File: src/rtl/pipe_stage_hs.sv
// Two-entry skid-buffered pipeline stage with a valid/ready handshake on both sides.
// in_ready depends only on registered state, so upstream never sees out_ready combinationally.
module pipe_stage_hs #(
    parameter int WIDTH       = 32,
    parameter int ZERO_BUBBLE = 1,
    parameter int CNT_W       = 16
) (
    input  logic             clk,
    input  logic             rst,
    input  logic             flush,
    input  logic             in_valid,
    output logic             in_ready,
    input  logic [WIDTH-1:0] in_data,
    output logic             out_valid,
    input  logic             out_ready,
    output logic [WIDTH-1:0] out_data,
    output logic [1:0]       occupancy,
    output logic [CNT_W-1:0] stall_cnt
);

    typedef enum logic [1:0] {
        EMPTY = 2'd0,
        ONE   = 2'd1,
        FULL  = 2'd2
    } state_e;

    state_e             state_q, state_d;
    logic [WIDTH-1:0]   main_q, main_d;
    logic [WIDTH-1:0]   skid_q, skid_d;
    logic [CNT_W-1:0]   stall_q, stall_d;
    logic               push, pop;

    assign in_ready  = (state_q != FULL);
    assign out_valid = (state_q != EMPTY);
    assign occupancy = state_q;
    assign stall_cnt = stall_q;
    assign out_data  = (ZERO_BUBBLE != 0 && !out_valid) ? '0 : main_q;

    assign push = in_valid && in_ready;
    assign pop  = out_valid && out_ready;

    always_comb begin
        state_d = state_q;
        main_d  = main_q;
        skid_d  = skid_q;
        stall_d = stall_q;

        if (out_valid && !out_ready && (stall_q != '1)) begin
            stall_d = stall_q + 1'b1;
        end

        // Flush wins over any simultaneous push/pop; a popped head is already gone downstream.
        if (flush) begin
            state_d = EMPTY;
        end else begin
            unique case (state_q)
                EMPTY: begin
                    if (push) begin
                        state_d = ONE;
                        main_d  = in_data;
                    end
                end
                ONE: begin
                    if (push && pop) begin
                        main_d = in_data;
                    end else if (push) begin
                        state_d = FULL;
                        skid_d  = in_data;
                    end else if (pop) begin
                        state_d = EMPTY;
                    end
                end
                FULL: begin
                    if (pop) begin
                        state_d = ONE;
                        main_d  = skid_q;
                    end
                end
                default: begin
                    state_d = EMPTY;
                end
            endcase
        end
    end

    always_ff @(posedge clk or negedge rst) begin
        if (!rst) begin
            state_q <= EMPTY;
            main_q  <= '0;
            skid_q  <= '0;
            stall_q <= '0;
        end else begin
            state_q <= state_d;
            main_q  <= main_d;
            skid_q  <= skid_d;
            stall_q <= stall_d;
        end
    end

endmodule

File: config.mk
export PLATFORM = sky130hd
export DESIGN_NAME = pipe_stage_hs
export DESIGN_NICKNAME = d
export VERILOG_FILES = /design/src/rtl/pipe_stage_hs.sv
export SDC_FILE = /design/constraint.sdc
export NUM_CORES = 1
export LEC_CHECK = 0
export CAP_MARGIN = 20
export CORE_MARGIN = 1.5
export CORE_UTILIZATION = 40
export DETAILED_ROUTE_END_ITERATION = 8
export HOLD_SLACK_MARGIN = 0.15
export PLACE_DENSITY_LB_ADDON = 0.3
export RECOVER_POWER = 50
export REMOVE_ABC_BUFFERS = 1
export SYNTH_ARGS = -nofsm -noshare
export SYNTH_HDL_FRONTEND = slang
export SYNTH_SLANG_ARGS = --single-unit
File: constraint.sdc
create_clock -name clk -period 4.4 [get_ports clk]
set_input_delay 0.88 -clock clk [delete_from_list [all_inputs] [get_ports clk]]
set_output_delay 0.88 -clock clk [all_outputs]
set_load 0.005 [all_outputs]
; ---- After elaboration in Yosys (flattened, before gate mapping)
; Cells that the tools add are included.
; Widths: inputs -> output; s select.
[totals]
register_bits = 82
elab_cells = 42
[classes]
add_sub_neg = 1
reduce_logical = 12
n_eq_ne = 11
muxes = 12
bitwise_logic = 2
[ops]
columns = cell, n
row1 = $mux 32, 4
row2 = $pmux 32 s3, 1
row3 = $add 16x1->16 const B, 1
row4 = $ne 16x16->1 const B, 1
row5 = $mux 2, 6
row6 = $ne 3x3->1 const B, 3
row7 = $ne 2x2->1 const B, 4
row8 = $reduce_and 4->1, 2
row9 = $pmux 2 s3, 1
row10 = $logic_and 1x1->1, 5
row11 = $reduce_and 5->1, 1
row12 = $ne 4x4->1 const B, 1
row13 = $reduce_bool 3->1, 1
row14 = $eq 2x1->1 const B, 1
row15 = $eq 2x2->1 const B, 1
row16 = $logic_not 2->1, 1
row17 = $not 1->1, 2
row18 = $reduce_bool 2->1, 1
row19 = $logic_not 1->1, 1

; ---- Logic depth before layout (Yosys ltp)
; Gate-level depths: netlist of run 1.
[depth]
depth_word = 7
mapped_depth = 5
mapped_depth_nobuf = 5

; ---- Least setup slack after synthesis of run 1
; Ideal clock, no wire load.
[synth_timing]
kind = input-to-reg
start = input in_valid
end = register skid_q[0]
setup_slack_ns = 2.320
required_time_ns = 4.275
cell_stages = 4
arrival_time_ns = 1.956
cell_sequence = nor2b_1 > nor3b_2 > buf_2 > mux2_2
[synth_via]
elab_chain_cells = 4
[synth_rtl]
columns = item, line
row1 = start: declaration, 11  ; input logic in_valid,
row2 = $logic_and 1x1->1 (*), 39  ; assign push = in_valid && in_ready;
row3 = $logic_and 1x1->1, 64  ; if (push && pop) begin
row4 = $not 1->1 (no line), n/a
row5 = $reduce_and 4->1 (no line) (*), n/a
row6 = end signal: assignment, 95  ; skid_q <= skid_d;
row7 = end: declaration, 29  ; logic [WIDTH-1:0] skid_q, skid_d;
; Every way passes the cells marked *; elsewhere a longest branch is shown, timed or not.
; A chain may end at the register's enable or synchronous reset.

; ---- Worst setup path after layout of run 1
[layout_timing]
start = register state_q[1] (netlist: occupancy[1])
end = output out_data[7]
[layout_via]
elab_chain_cells = 2
[layout_rtl]
columns = item, line
row1 = start: declaration, 27  ; state_e state_q, state_d;
row2 = start signal: assignment, 93  ; state_q <= state_d;
row3 = $reduce_bool 2->1, 34  ; assign out_valid = (state_q != EMPTY);
row4 = $mux 32, 37  ; assign out_data = (ZERO_BUBBLE != 0 && !out_valid) ? '0 : main_q;
row5 = end: declaration, 16  ; output logic [WIDTH-1:0] out_data,
; No other way between the ends.

==> results of run 1 <==
## flip-flops by register name, summed over array words and instances, names as in the netlist
| signal | count |
|---|---|
| main_q | 32 |
| occupancy | 2 |
| stall_cnt | 16 |
| skid_q | 32 |
## synth_stat cells, types with 2 or more instances
cell,count
nor2_1,8
a21oi_1,2
dfrtp_1,82
nor3_1,3
nor4_1,5
nand3_1,4
clkbuf_1,4
mux2_2,97
nand2_1,6
xor2_1,8
buf_2,10
inv_1,4
o21ai_0,2
nor2b_1,35
nand4_1,3
xnor2_1,4
o21a_1,2
## worst paths after layout
check	start	to	slack [ns]	depth (start not counted)
max in group asynchronous	rst	skid_q[16]$_DFFE_PN0P_	1.87	2
worst min register to register	main_q[15]$_DFFE_PN0P_	main_q[15]$_DFFE_PN0P_	0.50	1
worst max-delay path	occupancy[1]$_DFFE_PN0P_	out_data[7]	1.43	4
worst min-delay path	rst	skid_q[10]$_DFFE_PN0P_	0.45	1
min in group clk	main_q[15]$_DFFE_PN0P_	main_q[15]$_DFFE_PN0P_	0.50	1
worst max register to register	stall_cnt[0]$_DFFE_PN0P_	stall_cnt[4]$_DFFE_PN0P_	1.71	5
## where the power goes
| part | total [mW] | switching, mW | leakage (nW) | internal [mW] |
|---|---|---|---|---|
| clock | 0.721 | 0.270 | 0.137 | 0.452 |
| sequential | 1.02 | 0.0967 | 1.01 | 0.921 |
| combinational | 0.445 | 0.145 | 0.995 | 0.299 |
## cell families after synthesis
group,after synthesis,share of synthesized area (%)
AOI/OAI and AO/OA,14,3.07
xor gates and xnor gates,12,2.69
adders and majority gates,1,0.320
buffers and inverters,18,2.05
DFF,82,52.4
muxes,98,28.3
and+or+nand+nor,72,11.1
## metal layers
| layer | vias up | share of wire, % | global-route usage (%) |
|---|---|---|---|
| li1 | 1222 | - | - |
| met1 | 1290 | 46 | 21.0 |
| met2 | 66 | 47 | 25.8 |
| met3 | 5 | 6.9 | 6.43 |
| met4 | 0 | 0.73 | 4.11 |
| met5 | - | 0 | 0 |
## area by class of cell
cell class              instances  share of cell area, %
clock buffers                  10                   2.66
clock inverters                 6                   2.66
inverters                       4                  0.290
multi-input cells             197                   34.2
flip-flops and latches         82                   39.6
well taps                     129                   3.11
repair buffers                 93                   17.5
## critical path: cells and delay by family (launching register included)
kind | cells | cell delay, ns
buf+inv | 2 | 0.88
flops | 1 | 0.49
simple gates | 2 | 0.37
==> results.py, run 1 <==
metrics = {
    "clock_tree": {
        "clock_path_buffers": 2,
        "cts_setup_buffers": 0,
        "cts_buffers": 9,
        "clkTransAtPathRegs_ns": 0.09,
        "ctsHoldBuffers": 0,
        "cts_resized": 0,
        "cts_sinks": 82,
        "htree_levels": 3,
        "clock_latency_ns": 0.35,
        "cts_root_buf": "clkbuf_8",
        "cts_tree": "done",
    },
    "logic_synthesis": {
        "ys_ff_latch": 82,
        "syn-cell-area_um2": 3910,
        "synthFlopType": "dfrtp_1",
        "synth_cells": 297,
        "ys_seq_area_share_pct": 52.4,
        "yosys.area.top_type_share_pct": 52.4,
        "yosys_warnings": 0,
        "synth_top_area_cell": "dfrtp_1",
        "syn_area_per_cell_um2": 13.2,
        "synth_cell_types": 35,
        "netlist_top_cells_area": "dfrtp_1, mux2_2, nor2b_1",
        "synthArstFlopShare_pct": 100,
        "synth_edf_count": 0,
    },
    "floorplanning": {
        "die_h_um": 102,
        "ios": 89,
        "start_util_pct": 41.7,
        "core_area_um2": 9370,
        "die_w_um": 102,
        "die_area_um2": 10400,
        "fp-row-count": 35,
    },
    "grt": {
        "antenna_found_initial": 0,
        "overflow": 0,
        "grt_pass1_vias": 2602,
        "grt_usage_pct": 16.3,
        "grt_first_pass_wirelength_um": 12900,
        "grt_max_degree": 83,
    },
    "job": {
        "maxCapViolCount": 2,
    },
    "sta": {
        "finalSetupViolations": 0,
        "postLayoutSetupSlackWorst_ns": 1.43,
        "worst_clock_skew_ns": 0.00992,
        "hold_slack_ns": 0.446,
        "slew_headroom_pct": -18.0,
        "min_period_over_period_pct": 67.5,
        "max_slew.worst_pin.slew_ns": 1.77,
        "tns_ns": 0,
        "hold_viol": 0,
        "max_freq_mhz": 337,
        "drv_slew": 85,
        "rsz0062_at_grt": "no",
        "period_needed_ns": 2.97,
    },
    "setup_path": {
        "required_ns": 3.52,
        "cp_slowest_cell": "clkdlybuf4s50_1",
        "cp_data_arrival_time_ns": 2.09,
        "critical_path_class": "register to primary output",
        "cp_slowest_stage_delay_ns": 0.51,
        "cp-end-kind": "primary output",
        "crit_fanout": 27,
        "crit_chain": "nor2_2 > buf_4 > nor2b_1 > clkdlybuf4s50_1",
        "startpoint_type": "register",
    },
    "detailed_routing": {
        "drc": 0,
        "wl_per_cell_um": 15.2,
        "vias": 2583,
        "postRouteAntennaNets": 0,
        "routed_wl_um": 7900,
        "drtIter0Drc": 61,
        "viasPerCell": 4.96,
        "drtPass1Iterations": 4,
    },
    "cells_and_area": {
        "final_util_pct": 55.3,
        "areaGrowthSynthToFinish_pct": 32.5,
        "fin_area_um2": 5180,
        "drive_above_1_share_pct": 31.9,
        "fin_cells": 521,
        "final_cell_mix": "mux2_2, dfrtp_1, clkdlybuf4s50_1, nor2b_1, dlygate4sd3_1",
        "final_common_cell": "mux2_2",
        "fill_cells": 808,
        "regArea_um2": 2050,
        "multi_input_area_um2": 1770,
        "nNetsFinal": 425,
        "diodes": 0,
    },
    "min_path": {
        "hold_path.class": "primary input to async pin",
    },
    "outcome": {
        "status": "finished, violations left",
        "violations": "capacitance limit, slew limit",
    },
    "place": {
        "place_inst": 504,
        "portBuffers": 88,
        "place_congestion": 0.770,
        "dp_hpwl_um": 5070,
        "place_ws_ns": 1.47,
        "placed_area_um2": 4940,
    },
    "pwr": {
        "p_leak_nw": 2.14,
        "power_mw": 2.18,
        "power_density_nw_per_um2": 421,
        "peakVddDrop_mv": 0.294,
    },
}
Power figures use the tool's default switching activity.
==> run 2: changes to the inputs <==
==> constraint.sdc (replaced) <==
create_clock -name clk -period 2.5 [get_ports clk]
set_input_delay 0.5 -clock clk [delete_from_list [all_inputs] [get_ports clk]]
set_output_delay 0.5 -clock clk [all_outputs]
set_load 0.005 [all_outputs]
==> run 2 against run 1 <==
The run now ends clean. Wire length increased by 2.3%. Non-clock buffer count grew 9. Combinational power up 79%. Critical path depth unchanged. Final cell count is 1.5% higher. Sequential share of layout area hardly changed. Hold slack better by 0.055 ns. Via count rose by 1.2%. Global-route usage grew 0.61 points. Sequential power increased by 75%. Worst setup slack lost 1.3 ns. Register-to-register slack lost 1.5 ns. Critical path type unchanged. Critical endpoint is now out_data[0]. Largest power group unchanged.
==> results.py, run 2 (synthesis results as in run 1) <==
metrics = {
    "outcome": {
        "status": "finished clean",
    },
    "floorplanning": {
        "die_h_um": 102,
        "ios": 89,
        "die_area_um2": 10400,
        "die_w_um": 102,
        "start_util_pct": 41.7,
        "fp-row-count": 35,
        "core_area_um2": 9370,
    },
    "setup_path": {
        "cp_slowest_cell": "dfrtp_1",
        "crit_chain": "nor2_2 > buf_4 > nor2b_1 > clkdlybuf4s50_1",
        "path_buf_inv": 2,
        "cp_data_arrival_time_ns": 1.87,
        "cp-end-kind": "primary output",
        "cp_top_family": "buffers and inverters",
        "critical_path_class": "register to primary output",
        "startpoint_type": "register",
        "required_ns": 2.00,
        "crit_fanout": 22,
        "cp_slowest_stage_delay_ns": 0.52,
    },
    "place": {
        "portBuffers": 88,
        "dp_hpwl_um": 5700,
        "place_ws_ns": 0.197,
        "placed_area_um2": 5050,
        "place_congestion": 0.763,
    },
    "sta": {
        "worst_clock_skew_ns": 0.00609,
        "drv_slew": 0,
        "hold_viol": 0,
        "max_slew.worst_pin.slew_ns": 0.899,
        "min_period_over_period_pct": 94.7,
        "rsz0062_at_grt": "no",
        "period_needed_ns": 2.37,
        "max_freq_mhz": 423,
        "finalSetupViolations": 0,
        "slew_headroom_pct": 40.0,
        "postLayoutSetupSlackWorst_ns": 0.134,
    },
    "detailed_routing": {
        "vias": 2613,
        "viasPerCell": 4.94,
        "drtIter0Drc": 37,
        "postRouteAntennaNets": 0,
        "drc": 0,
        "routed_wl_um": 8080,
        "drtPass1Iterations": 4,
        "wl_per_cell_um": 15.3,
    },
    "grt": {
        "overflow": 0,
        "grt_first_pass_wirelength_um": 13600,
        "grt_max_degree": 38,
        "antenna_found_initial": 0,
        "grt_usage_pct": 16.9,
        "grt_pass1_vias": 2787,
    },
    "cells_and_area": {
        "fin_area_um2": 5180,
        "final_cell_mix": "mux2_2, dfrtp_1, clkdlybuf4s50_1, nor2b_1, dlygate4sd3_1",
        "diodes": 0,
        "drive_above_1_share_pct": 32.5,
        "final_common_cell": "mux2_2",
        "fill_cells": 837,
        "final_util_pct": 55.3,
        "areaGrowthSynthToFinish_pct": 32.4,
        "nNetsFinal": 434,
    },
    "clock_tree": {
        "cts_buffers": 9,
        "cts_resized": 0,
        "htree_levels": 3,
        "clock_path_buffers": 2,
        "cts_root_buf": "clkbuf_8",
        "clkTransAtPathRegs_ns": 0.08,
        "cts_tree": "done",
        "cts_setup_buffers": 0,
        "cts_sinks": 82,
        "ctsHoldBuffers": 1,
        "clock_latency_ns": 0.34,
    },
    "pwr": {
        "power_density_nw_per_um2": 675,
        "peakVddDrop_mv": 0.376,
        "p_leak_nw": 2.14,
    },
    "job": {
        "maxCapViolCount": 0,
    },
    "min_path": {
        "hold_path.class": "register to register",
    },
}
## run 2: cell count changes in the layout (fill, tap and decap cells not counted), moves of 2 or more
cell	delta
buf_12	+2
buf_4	+3
bufinv_16	-3
clkbuf_1	+3
clkdlybuf4s50_1	-4
clkinv_2	+2
dlygate4sd3_1	+5
## run 2: final timing paths
| kind | start | end | slack [ns] | cells after the start |
|---|---|---|---|---|
| hold reg to reg | main_q[14]$_DFFE_PN0P_ | main_q[14]$_DFFE_PN0P_ | 0.50 | 1 |
| setup / recovery | occupancy[1]$_DFFE_PN0P_ | out_data[0] | 0.13 | 4 |
| hold / removal | main_q[14]$_DFFE_PN0P_ | main_q[14]$_DFFE_PN0P_ | 0.50 | 1 |
| max in group asynchronous | rst | skid_q[23]$_DFFE_PN0P_ | 0.40 | 3 |
| setup reg to reg | stall_cnt[0]$_DFFE_PN0P_ | stall_cnt[1]$_DFFE_PN0P_ | 0.24 | 4 |
| min in group asynchronous | rst | skid_q[10]$_DFFE_PN0P_ | 0.81 | 2 |
## run 2: worst register-to-register path, cell delays in order, from the launching register on
cell,delay (ns)
dfrtp_1,0.41
ha_1,0.21
nand4_1,0.27
o41ai_2,0.91
mux2_4,0.35
## run 2: metrics by stage
| step | hold slack, ns | cells | setup TNS, ns | power (mW) |
|---|---|---|---|---|
| 3_5_place_dp | 0.489 | 513 | 0 | 2.67 |
| 2_1_floorplan | 0.204 | 283 | -12.27 | 2.23 |
| 5_1_grt | 0.523 | 529 | 0 | 3.73 |
| 3_3_place_gp | 0.483 | 513 | 0 | 2.62 |
| 4_1_cts | 0.507 | 529 | 0 | 3.59 |
| 6_report | 0.501 | 529 | 0 | 3.50 |
## run 2: layout make-up
| class | count | area (µm²) | area share [%] |
|---|---|---|---|
| multi-input combinational | 197 | 1770 | 34.2 |
| clock buffer | 10 | 128 | 2.46 |
| clock inverter | 5 | 56.3 | 1.09 |
| timing repair buffer | 102 | 995 | 19.2 |
| tap | 129 | 161 | 3.12 |
| sequential | 82 | 2050 | 39.6 |
| inverter | 4 | 15.0 | 0.290 |
## run 2: power breakdown
part           switching (mW)  leakage (nW)  total [mW]  internal [mW]
sequential              0.169          1.01        1.79           1.62
clock                   0.457        0.0921       0.912          0.455
combinational           0.264          1.04       0.795          0.531
## run 2: per-layer routing
metal	track usage, %	wire [µm]
met3	5.61	502
met1	21.3	3620
met2	28.3	3910
met5	0	0
met4	3.90	55
==> run 3: changes to the inputs <==
--- a/config.mk
+++ b/config.mk
@@ -8,6 +8,7 @@
 export CAP_MARGIN = 20
 export CORE_MARGIN = 1.5
 export CORE_UTILIZATION = 40
+export CTS_CLUSTER_DIAMETER = 30
 export DETAILED_ROUTE_END_ITERATION = 8
 export HOLD_SLACK_MARGIN = 0.15
 export PLACE_DENSITY_LB_ADDON = 0.3
==> results of run 3 <==
No change in the layout: final DEF, timing and power equal those of run 2.
